==> config.mk <==
export PLATFORM = sky130hd
export DESIGN_NAME = framebuf_led_scanout
export DESIGN_NICKNAME = d
export VERILOG_FILES = /design/src/rtl/framebuf_pkg.sv /design/src/rtl/led_bit_serializer.sv /design/src/rtl/framebuf_led_scanout.sv
export SDC_FILE = /design/constraint.sdc
export NUM_CORES = 1
export LEC_CHECK = 0
export ABC_AREA = 1
export CORE_MARGIN = 8
export CORE_UTILIZATION = 59
export DETAILED_ROUTE_END_ITERATION = 16
export PLACE_DENSITY = 0.85
export SYNTH_ARGS = -nofsm -noshare
export SYNTH_HDL_FRONTEND = slang
export SYNTH_SLANG_ARGS = --single-unit
==> constraint.sdc <==
create_clock -name clk -period 2.9 [get_ports clk]
set_input_delay 0.58 -clock clk [delete_from_list [all_inputs] [get_ports clk]]
set_output_delay 0.58 -clock clk [all_outputs]
set_load 0.005 [all_outputs]
==> src/rtl/framebuf_pkg.sv <==
// Shared frame-buffer geometry and the scanout FSM state encoding.
// Used by the RAM wrapper, the writer side and the LED scanout.
package framebuf_pkg;

    localparam int FB_ADDR_W = 12;
    localparam int FB_DATA_W = 16;

    typedef enum logic [2:0] {
        ST_IDLE,
        ST_FETCH,
        ST_CAPTURE,
        ST_SHIFT,
        ST_LATCH
    } scan_state_t;

endpackage

==> src/rtl/led_bit_serializer.sv <==
// Shifts one loaded word MSB-first onto led_sdo with a divided shift clock.
// done is high in the final cycle of bit 0's high phase.
module led_bit_serializer #(
    parameter int DATA_W   = 16,
    parameter int SCLK_DIV = 4
) (
    input  logic              clk,
    input  logic              reset,
    input  logic              load,
    input  logic [DATA_W-1:0] din,
    output logic              led_sdo,
    output logic              led_sclk,
    output logic              done
);

    localparam int CNT_W = (SCLK_DIV > 1) ? $clog2(SCLK_DIV) : 1;
    localparam int BIT_W = (DATA_W > 1) ? $clog2(DATA_W) : 1;
    localparam logic [CNT_W-1:0] CNT_LAST = CNT_W'(SCLK_DIV - 1);
    localparam logic [BIT_W-1:0] BIT_LAST = BIT_W'(DATA_W - 1);

    logic              active;
    logic [CNT_W-1:0]  phase_cnt;
    logic [BIT_W-1:0]  bit_cnt;
    logic [DATA_W-1:0] shift_reg;
    logic              phase_end;

    assign phase_end = active && (phase_cnt == CNT_LAST);
    assign done      = phase_end && led_sclk && (bit_cnt == '0);
    // Gated by active so the pin idles low after reset without resetting the data register.
    assign led_sdo   = active & shift_reg[DATA_W-1];

    always_ff @(posedge clk) begin
        if (reset) begin
            active    <= 1'b0;
            led_sclk  <= 1'b0;
            phase_cnt <= '0;
            bit_cnt   <= '0;
        end else if (load) begin
            active    <= 1'b1;
            led_sclk  <= 1'b0;
            phase_cnt <= '0;
            bit_cnt   <= BIT_LAST;
        end else if (active) begin
            if (phase_end) begin
                phase_cnt <= '0;
                led_sclk  <= ~led_sclk;
                if (led_sclk) begin
                    if (bit_cnt == '0)
                        active <= 1'b0;
                    else
                        bit_cnt <= bit_cnt - 1'b1;
                end
            end else begin
                phase_cnt <= phase_cnt + 1'b1;
            end
        end
    end

    // Shift happens on the high-to-low edge, so data only moves while led_sclk is low.
    always_ff @(posedge clk) begin
        if (load)
            shift_reg <= din;
        else if (phase_end && led_sclk)
            shift_reg <= shift_reg << 1;
    end

endmodule

==> src/rtl/framebuf_led_scanout.sv <==
// Reads the frame buffer line by line and drives the LED constant-current driver chain.
// Fetch/capture/shift per word, then one latch per line; frames loop while enable is high.
module framebuf_led_scanout #(
    parameter int FB_ADDR_W      = framebuf_pkg::FB_ADDR_W,
    parameter int FB_DATA_W      = framebuf_pkg::FB_DATA_W,
    parameter int WORDS_PER_LINE = 16,
    parameter int NUM_LINES      = 256,
    parameter int SCLK_DIV       = 4
) (
    input  logic                         clk,
    input  logic                         reset,
    input  logic                         enable,
    output logic [FB_ADDR_W-1:0]         fb_address,
    output logic                         fb_chipselect,
    input  logic [FB_DATA_W-1:0]         fb_readdata,
    output logic                         led_sdo,
    output logic                         led_sclk,
    output logic                         led_latch,
    output logic                         led_blank,
    output logic [$clog2(NUM_LINES)-1:0] line_sel,
    output logic                         frame_done,
    output logic                         busy
);

    import framebuf_pkg::*;

    localparam int LINE_W  = $clog2(NUM_LINES);
    localparam int WORD_SH = $clog2(WORDS_PER_LINE);
    localparam int WORD_W  = (WORD_SH > 0) ? WORD_SH : 1;
    localparam int CNT_W   = (SCLK_DIV > 1) ? $clog2(SCLK_DIV) : 1;
    localparam logic [LINE_W-1:0] LINE_LAST = LINE_W'(NUM_LINES - 1);
    localparam logic [WORD_W-1:0] WORD_LAST = WORD_W'(WORDS_PER_LINE - 1);
    localparam logic [CNT_W-1:0]  LAT_LAST  = CNT_W'(SCLK_DIV - 1);

    scan_state_t       state;
    logic [LINE_W-1:0] line;
    logic [WORD_W-1:0] word;
    logic [CNT_W-1:0]  lat_cnt;
    logic              ser_load;
    logic              ser_done;

    // Line and word fields are simply placed side by side; no adder is involved.
    function automatic logic [FB_ADDR_W-1:0] fb_addr(input logic [LINE_W-1:0] l,
                                                      input logic [WORD_W-1:0] w);
        return (FB_ADDR_W'(l) << WORD_SH) | FB_ADDR_W'(w);
    endfunction

    assign ser_load = (state == ST_CAPTURE);

    led_bit_serializer #(
        .DATA_W   (FB_DATA_W),
        .SCLK_DIV (SCLK_DIV)
    ) u_serializer (
        .clk      (clk),
        .reset    (reset),
        .load     (ser_load),
        .din      (fb_readdata),
        .led_sdo  (led_sdo),
        .led_sclk (led_sclk),
        .done     (ser_done)
    );

    always_ff @(posedge clk) begin
        if (reset) begin
            state         <= ST_IDLE;
            line          <= '0;
            word          <= '0;
            lat_cnt       <= '0;
            fb_address    <= '0;
            fb_chipselect <= 1'b0;
            led_latch     <= 1'b0;
            led_blank     <= 1'b1;
            line_sel      <= '0;
            frame_done    <= 1'b0;
            busy          <= 1'b0;
        end else begin
            fb_chipselect <= 1'b0;
            frame_done    <= 1'b0;
            case (state)
                ST_IDLE: begin
                    if (enable) begin
                        state         <= ST_FETCH;
                        line          <= '0;
                        word          <= '0;
                        fb_address    <= fb_addr('0, '0);
                        fb_chipselect <= 1'b1;
                        busy          <= 1'b1;
                    end
                end
                ST_FETCH:   state <= ST_CAPTURE;
                ST_CAPTURE: state <= ST_SHIFT;
                ST_SHIFT: begin
                    if (ser_done) begin
                        if (word != WORD_LAST) begin
                            word          <= word + 1'b1;
                            fb_address    <= fb_addr(line, word + 1'b1);
                            fb_chipselect <= 1'b1;
                            state         <= ST_FETCH;
                        end else begin
                            lat_cnt   <= '0;
                            led_latch <= 1'b1;
                            led_blank <= 1'b1;
                            state     <= ST_LATCH;
                        end
                    end
                end
                ST_LATCH: begin
                    if (lat_cnt == LAT_LAST) begin
                        led_latch <= 1'b0;
                        led_blank <= 1'b0;
                        line_sel  <= line;
                        word      <= '0;
                        // enable is only honoured at the frame boundary.
                        if (line == LINE_LAST) begin
                            line       <= '0;
                            frame_done <= 1'b1;
                            if (enable) begin
                                fb_address    <= fb_addr('0, '0);
                                fb_chipselect <= 1'b1;
                                state         <= ST_FETCH;
                            end else begin
                                led_blank <= 1'b1;
                                busy      <= 1'b0;
                                state     <= ST_IDLE;
                            end
                        end else begin
                            line          <= line + 1'b1;
                            fb_address    <= fb_addr(line + 1'b1, '0);
                            fb_chipselect <= 1'b1;
                            state         <= ST_FETCH;
                        end
                    end else begin
                        lat_cnt <= lat_cnt + 1'b1;
                    end
                end
                default: state <= ST_IDLE;
            endcase
        end
    end

endmodule
== Word-level counts from Yosys, hierarchy flattened ==
Cells that the tools add are included.
Storage, ports and cells
  bits of input ports: 19
  output and inout bits: 27
  register bits after elaboration: 66
  word-level logic and storage cells: 126
Cells by class
  equal/unequal tests: 17
  reduce and logical (&&, ||, !) cells: 24
  add/subtract/negate cells: 5
  mux-type cells: 59
  bitwise gates (word level): 5
Operator list (count)
  $mux W12: 5
  $mux W4: 9
  $pmux W12 S3: 1
  $mux W16: 2
  $mux W8: 3
  $mux W1: 22
  $ne A2 B2 Y1 const B: 9
  $pmux W8 S2: 1
  $reduce_and A4 Y1: 4
  $mux W3: 5
  $pmux W3 S5: 1
  $or A12 B4 Y12: 1
  $pmux W4 S3: 1
  $reduce_bool A2 Y1: 6
  $reduce_and A5 Y1: 2
  $add A8 B1 Y8 const B: 1
  $eq A8 B8 Y1 const B: 1
  $mux W2: 4
  $eq A3 B2 Y1 const B: 2
  $pmux W1 S2: 3
  $reduce_and A3 Y1: 2
  $add A2 B1 Y2 const B: 2
  $add A4 B1 Y4 const B: 1
  $eq A2 B2 Y1 const B: 2
  15 further kinds: 20

== Depth between registers and ports, before layout ==
Gate-level depths: netlist (run 1).
  depth after elaboration: 6
  gate-level depth with buffers: 11
  mapped depth without buffers: 10

== Hierarchy ==
From an unflattened synthesis (run 1), not the netlist that was laid out.
Unflattened totals
  cells, all modules: 426
  area, all modules: 3155.5 sq um
Modules (own cells, without submodules)
  framebuf_led_scanout: cells an instance 296, area each 2037.0 sq um, sequential area each 840.8 sq um, times used 1
  led_bit_serializer: cells an instance 130, area each 1118.6 sq um, sequential area each 640.6 sq um, times used 1

== Worst setup path before layout (run 1) ==
No wires, ideal clock.
  path type: register to register
  start point: reg word[0]
  end point: reg fb_address[6]
  clock period less this slack: 1.508 ns
  data arrival time: 1.395 ns
  stages on the path, launching flop included: 10
  buffers on the path: 1
  setup time: 0.113 ns
  path slack: 1.392 ns
  data required time: 2.787 ns
  path through: dfxtp_1 > ha_1 > nand2_1 > nor2_1 > nand2_2 > o21ai_2 > nor2_8 > buf_8 > o21ai_1 > nor2_1
Between the ends
  cells in the longest elaborated chain, start to end: 3
Ends and longest elaborated chain
  start, declared: line framebuf_led_scanout.sv:37  | logic [WORD_W-1:0] word;
  start signal, assigned: line framebuf_led_scanout.sv:95  | word <= word + 1'b1;
  $ne A4 B4 Y1: line framebuf_led_scanout.sv:94  | if (word != WORD_LAST) begin
  $ne A2 B2 Y1 (no source line)
  $reduce_and A4 Y1 (no source line)
  end signal, assigned: line framebuf_led_scanout.sv:85  | fb_address <= fb_addr('0, '0);
  end signal, assigned: line framebuf_led_scanout.sv:96  | fb_address <= fb_addr(line, word + 1'b1);
  end signal, assigned: line framebuf_led_scanout.sv:118  | fb_address <= fb_addr('0, '0);
  end, declared: line framebuf_led_scanout.sv:13  | output logic [FB_ADDR_W-1:0] fb_address,
Every way passes these cells.
A chain may end at the register's enable or synchronous reset.

== Worst setup path after layout (run 1) ==
  start point: reg u_serializer.active
  end point: out led_sdo
Between the ends
  cells in the longest elaborated chain, start to end: 1
Ends and longest elaborated chain
  start, declared: line led_bit_serializer.sv:21  | logic active;
  start signal, assigned: line led_bit_serializer.sv:34  | active <= 1'b0;
  start signal, assigned: line led_bit_serializer.sv:39  | active <= 1'b1;
  start signal, assigned: line led_bit_serializer.sv:49  | active <= 1'b0;
  $and A1 B1 Y1: line led_bit_serializer.sv:30  | assign led_sdo = active & shift_reg[DATA_W-1];
  end, declared: line framebuf_led_scanout.sv:16  | output logic led_sdo,
Every way passes these cells.

==> results.cfg, run 1 <==
[layout]
fin_nets = 504
largest_reg_flops = 16
antenna_cells = 0
regArea_um2 = 1480
area_growth_pct = 20.4
drive_above_1_share_pct = 12.2
num-fill-cells = 427
multiInputGateArea_um2 = 1600

[sta]
drv_slew = 0
rsz0062_at_grt = false
tightest_slew_ns = 0.567
skew_ns = 0.00745
period_minus_slack_ns = 2.07
hold_ws_ns = 0.477
clock.fmax_mhz = 483
setup_violations = 0
final-hold-violation-count = 0
final.setup.tns_ns = 0
fin_crit_sh_pct = 71.4
max_slew_margin_pct = 62.2

[critical_path]
worst_r2r_path_depth = 8
startpoint_type = flop
end_kind = output port
crit_end = led_sdo
path_max_fanout = 8
rrSetupSlack_ns = 0.99
r2r_start = lat_cnt[0]$_SDFFE_PP0P_
crit_arrival_ns = 1.49
startpoint = u_serializer.active$_SDFF_PP0_
reg2reg_to = line[6]$_SDFFE_PP0P_
cp.required_ns = 2.32
critPathKind = flop to output port

[cts]
cts_buffer_depth = 2
insertion_delay_ns = 0.34
clk_pin_slew_ns = 0.06
postCtsSetupRepairBufs = 0
cts_max_level = 3
root_buffer = clkbuf_8
cts_sinks = 66
cts_resized = 0
hold_buffers = 0
cts_tree = done
cts_buffers = 9

[logic_synthesis]
ys_async_sr_fraction_pct = 0
yosys.area.top_type_share_pct = 30.1
postSynthNetCount = 458
syn_area_um2 = 3330
synth-edff-count = 16
yosys.area_share.simple_pct = 32.6
synth-seq-area-share_pct = 44.5
synth_fa_ha_area_share_pct = 2.25
synth_top_area_cell = dfxtp_1
synthTopCellsByArea = dfxtp_1 30%, edfxtp_1 14%, nand2_1 13%
syn_inst = 433
yosys.area_share.xor_xnor_pct = 0.789
synth-compound-area-share_pct = 12.4
dominantRegCellSynth = dfxtp_1
yosys-top-cells-count = 112 x nand2_1, 57 x nor2_1, 50 x dfxtp_1
synth.most_common_cell = nand2_1
synth.area.mux_share_pct = 0
ys_warn_count = 0
synth_top_family_by_area = simple AND/OR/NAND/NOR gates
synth_cell_types = 37
syn_avg_cell_area_um2 = 7.69
synth_seq_cells = 66

[global_routing]
grt_pass1_vias = 2957
grt_use_total_pct = 19.5
grt_overflow = 0
grt_first_pass_wirelength_um = 13500
antenna_found_initial = 0
grt_start_max_net_pins = 23

[floorplan]
coreArea_um2 = 5470
num_rows = 27
io_pins = 46
die_w_um = 91.1
dieHeight_um = 91.1
die_area_um2 = 8310
initial_core_util_pct = 60.9

[place]
place_hpwl_um = 5610
portBuffers = 45
place_congestion = 0.905

[power]
peakVddDrop_v = 0.000382
p_per_area_nw_per_um2 = 568
power_mw = 2.28
p_leak_nw = 1.64

[route]
wl_per_cell_um = 14.0
vias_per_cell = 5.53
num_vias = 3075
firstDrtPassIters = 5
drcViolationCount = 0
drtIter0Drc = 269
ant_nets = 0
detail_route.wirelength_um = 7770

[min_path]
hold_class = flop to flop

[status]
status = complete, no violations

[job]
max_cap_violations = 0
[logic make-up (layout without fill, tap and decap cells)]
| group | after synthesis | after routing |
|---|---|---|
| DFF | 66 | 66 |
| and+or+nand+nor | 231 | 231 |
| AOI/OAI and AO/OA | 70 | 70 |
| adders and majority gates | 6 | 6 |
| buffers and inverters | 57 | 108 |
| xor gates and xnor gates | 3 | 3 |
[layout by cell type (no fill, tap or decap), types with 6 or more instances in the layout]
| cell | count |
|---|---|
| nand3_1 | 28 |
| inv_2 | 6 |
| inv_1 | 33 |
| nor2_1 | 57 |
| ha_1 | 6 |
| nand2_1 | 112 |
| a21oi_1 | 25 |
| o21ai_1 | 6 |
| o21ai_0 | 20 |
| edfxtp_1 | 16 |
| clkbuf_8 | 10 |
| a21oi_2 | 6 |
| nand4_1 | 8 |
| dfxtp_1 | 50 |
| clkdlybuf4s50_1 | 45 |
[critical path, stage by stage (launching register included)]
cell and delay (ns):
dfxtp_1 0.50, nand2_1 0.08, inv_1 0.07, clkdlybuf4s50_1 0.50
[worst min-delay path by stage]
stage	endpoint	slack (ns)	from	cells past startpoint
after global routing	led_latch$_SDFFE_PP0P_	0.50	led_latch$_SDFFE_PP0P_	2
after detailed placement	led_latch$_SDFFE_PP0P_	0.46	led_latch$_SDFFE_PP0P_	2
after CTS	led_latch$_SDFFE_PP0P_	0.47	led_latch$_SDFFE_PP0P_	2
final	led_latch$_SDFFE_PP0P_	0.48	led_latch$_SDFFE_PP0P_	2
after floorplan	led_latch$_SDFFE_PP0P_	0.44	led_latch$_SDFFE_PP0P_	2
after global placement	led_latch$_SDFFE_PP0P_	0.45	led_latch$_SDFFE_PP0P_	2
[layer usage]
| layer | up-vias | track usage, % | wire (um) |
|---|---|---|---|
| li1 | 1515 | - | - |
| met1 | 1405 | 23.5 | 3230 |
| met2 | 123 | 32.0 | 3820 |
| met3 | 32 | 4.44 | 493 |
| met4 | 0 | 9.96 | 226 |
| met5 | - | 0 | 0 |
[where the power goes]
| group | internal (mW) | leakage, nW | switching (mW) |
|---|---|---|---|
| logic | 0.171 | 0.992 | 0.258 |
| registers | 1.03 | 0.555 | 0.0591 |
| clock network | 0.419 | 0.0974 | 0.340 |
| total | 1.62 | 1.64 | 0.657 |
[final cells by class]
cell class / count / share of cell area (%)
multi-input combinational: 310 / 40.0
clock buffer: 13 / 3.71
inverter: 43 / 4.15
clock inverter: 3 / 0.999
timing repair buffer: 49 / 12.0
sequential: 66 / 37.0
tap: 72 / 2.25
[metrics by stage]
stage / area (um2) / setup WS (ns) / std cells / utilization (%)
after global routing: 4010 / 0.729 / 556 / 73.3
after floorplan: 3330 / 1.39 / 433 / -
after detailed placement: 3820 / 0.814 / 540 / 69.8
final: 4010 / 0.829 / 556 / 73.3
after global placement: 3820 / 0.855 / 540 / 69.8
after CTS: 4010 / 0.822 / 556 / 73.3
Power figures use the tool's default switching activity.
==> inputs of run 2 (changes only) <==
Settings changed: CORE_UTILIZATION 59 to 55, PLACE_DENSITY 0.85 to 0.8.
Clock period 2.9 ns to 2 ns, I/O delays scaled along.
==> results.cfg, run 2 (synthesized netlist as in run 1, its figures left out) <==
[status]
status = complete, no violations

[sta]
period_minus_slack_ns = 1.87
skew_ns = 0.00740
max_slew_margin_pct = 60.7
clock.fmax_mhz = 534
rsz0062_at_grt = false
drv_slew = 0
final.setup.tns_ns = 0
final-hold-violation-count = 0
setup_violations = 0
tightest_slew_ns = 0.589
fin_crit_sh_pct = 93.7

[layout]
fin_nets = 510
area_growth_pct = 21.7
antenna_cells = 0
layout_commonest_cell = nand2_1
multiInputGateArea_um2 = 1600
utilization_pct = 68.9
num-fill-cells = 458
regArea_um2 = 1480
drive_above_1_share_pct = 13.3
mostFrequentLayoutCells = 112 x nand2_1, 57 x nor2_1, 50 x dfxtp_1
largest_reg_flops = 16

[floorplan]
io_pins = 46
coreArea_um2 = 5890
die_area_um2 = 8800
dieHeight_um = 93.8
initial_core_util_pct = 56.6
num_rows = 28
die_w_um = 93.8

[critical_path]
critPathKind = flop to output port
startpoint_type = flop
reg2reg_to = fb_address[11]$_SDFFE_PP0P_
cp_slowest_cell = dfxtp_1
worst_r2r_path_depth = 9
r2r_start = line[0]$_SDFFE_PP0P_
crit_path_cell_trace = nand2_1, inv_1, clkdlybuf4s50_1
path_max_fanout = 8
max_stage_delay_ns = 0.50
end_kind = output port
cp.required_ns = 1.60
crit_arrival_ns = 1.47
rrSetupSlack_ns = 0.14

[cts]
cts_resized = 0
root_buffer = clkbuf_8
clk_pin_slew_ns = 0.07
hold_buffers = 0
cts_buffer_depth = 2
cts_buffers = 9
cts_sinks = 66
insertion_delay_ns = 0.34
cts_tree = done
cts_max_level = 3
postCtsSetupRepairBufs = 0

[global_routing]
grt_start_max_net_pins = 23
antenna_found_initial = 0
grt_first_pass_wirelength_um = 13500
grt_overflow = 0
grt_pass1_vias = 2992
grt_use_total_pct = 18.9

[power]
p_switching_uw = 974
p_leak_nw = 1.66
pwr-share-comb_pct = 19.2
peakVddDrop_v = 0.000519
p_seq_share_pct = 48.0
clkPwrFrac_pct = 32.8
internal-power_mw = 2.31
p_per_area_nw_per_um2 = 810
swShare_pct = 29.6

[place]
place_hpwl_um = 5650
place_congestion = 0.888
portBuffers = 45

[min_path]
whs_endpoint = led_latch$_SDFFE_PP0P_
holdPathStages = 2
hold_class = flop to flop
min-delay-start = led_latch$_SDFFE_PP0P_

[route]
ant_nets = 0
detail_route.wirelength_um = 7930
drtIter0Drc = 252
firstDrtPassIters = 6
num_vias = 3081
vias_per_cell = 5.45
drcViolationCount = 0
wl_per_cell_um = 14.0

[job]
max_cap_violations = 0
## run 2: how the worst max path moves through the flow
stage / start / slack [ns] / depth (start not counted) / to
floorplan: word[0]$_SDFFE_PP0P_ / 0.49 / 9 / fb_address[6]$_SDFFE_PP0P_
detailed placement: u_serializer.bit_cnt[0]$_SDFFE_PP0P_ / 0.21 / 9 / fb_address[8]$_SDFFE_PP0P_
finish: u_serializer.active$_SDFF_PP0_ / 0.13 / 3 / led_sdo
CTS: u_serializer.active$_SDFF_PP0_ / 0.11 / 3 / led_sdo
global placement: enable / 0.26 / 9 / fb_address[7]$_SDFFE_PP0P_
global route: line[0]$_SDFFE_PP0P_ / 0.000005 / 9 / fb_address[11]$_SDFFE_PP0P_
## run 2: critical path, delay by kind of cell, from the launching register on
family / cells / cell delay, ns
buffers and inverters: 2 / 0.55
and+or+nand+nor: 1 / 0.09
DFF: 1 / 0.50
## run 2: metrics by stage
step / cell area (um2) / setup slack, ns / hold slack, ns / instances / power, mW
2_1_floorplan: 3330 / 0.492 / 0.442 / 433 / 2.03
3_3_place_gp: 3870 / 0.255 / 0.442 / 549 / 2.21
3_5_place_dp: 3870 / 0.215 / 0.446 / 549 / 2.23
4_1_cts: 4050 / 0.108 / 0.455 / 565 / 3.30
5_1_grt: 4050 / 0.00000488 / 0.501 / 565 / 3.46
6_report: 4050 / 0.127 / 0.450 / 565 / 3.28
## run 2: power groups by stage
stage	sequential [mW]	combinational (mW)	clock [mW]
floorplan	1.58	0.450	0
global placement	1.60	0.609	0
detailed placement	1.60	0.629	0
CTS	1.57	0.635	1.09
global route	1.59	0.712	1.16
finish	1.58	0.631	1.08
## run 2: cell type report
class                      count  share of cell area (%)
clock buffer                  10                    3.15
sequential                    66                    36.5
clock inverter                 6                    1.42
timing repair buffer          55                    13.0
multi-input combinational    310                    39.5
inverter                      43                    4.10
tap                           75                    2.31
## run 2: metal layers
layer | GRT usage (%) | part of all wire, % | vias to the layer above
li1 | - | - | 1519
met1 | 22.5 | 42 | 1405
met2 | 31.9 | 49 | 130
met3 | 3.60 | 6.8 | 27
met4 | 8.98 | 2.2 | 0
met5 | 0 | 0 | -
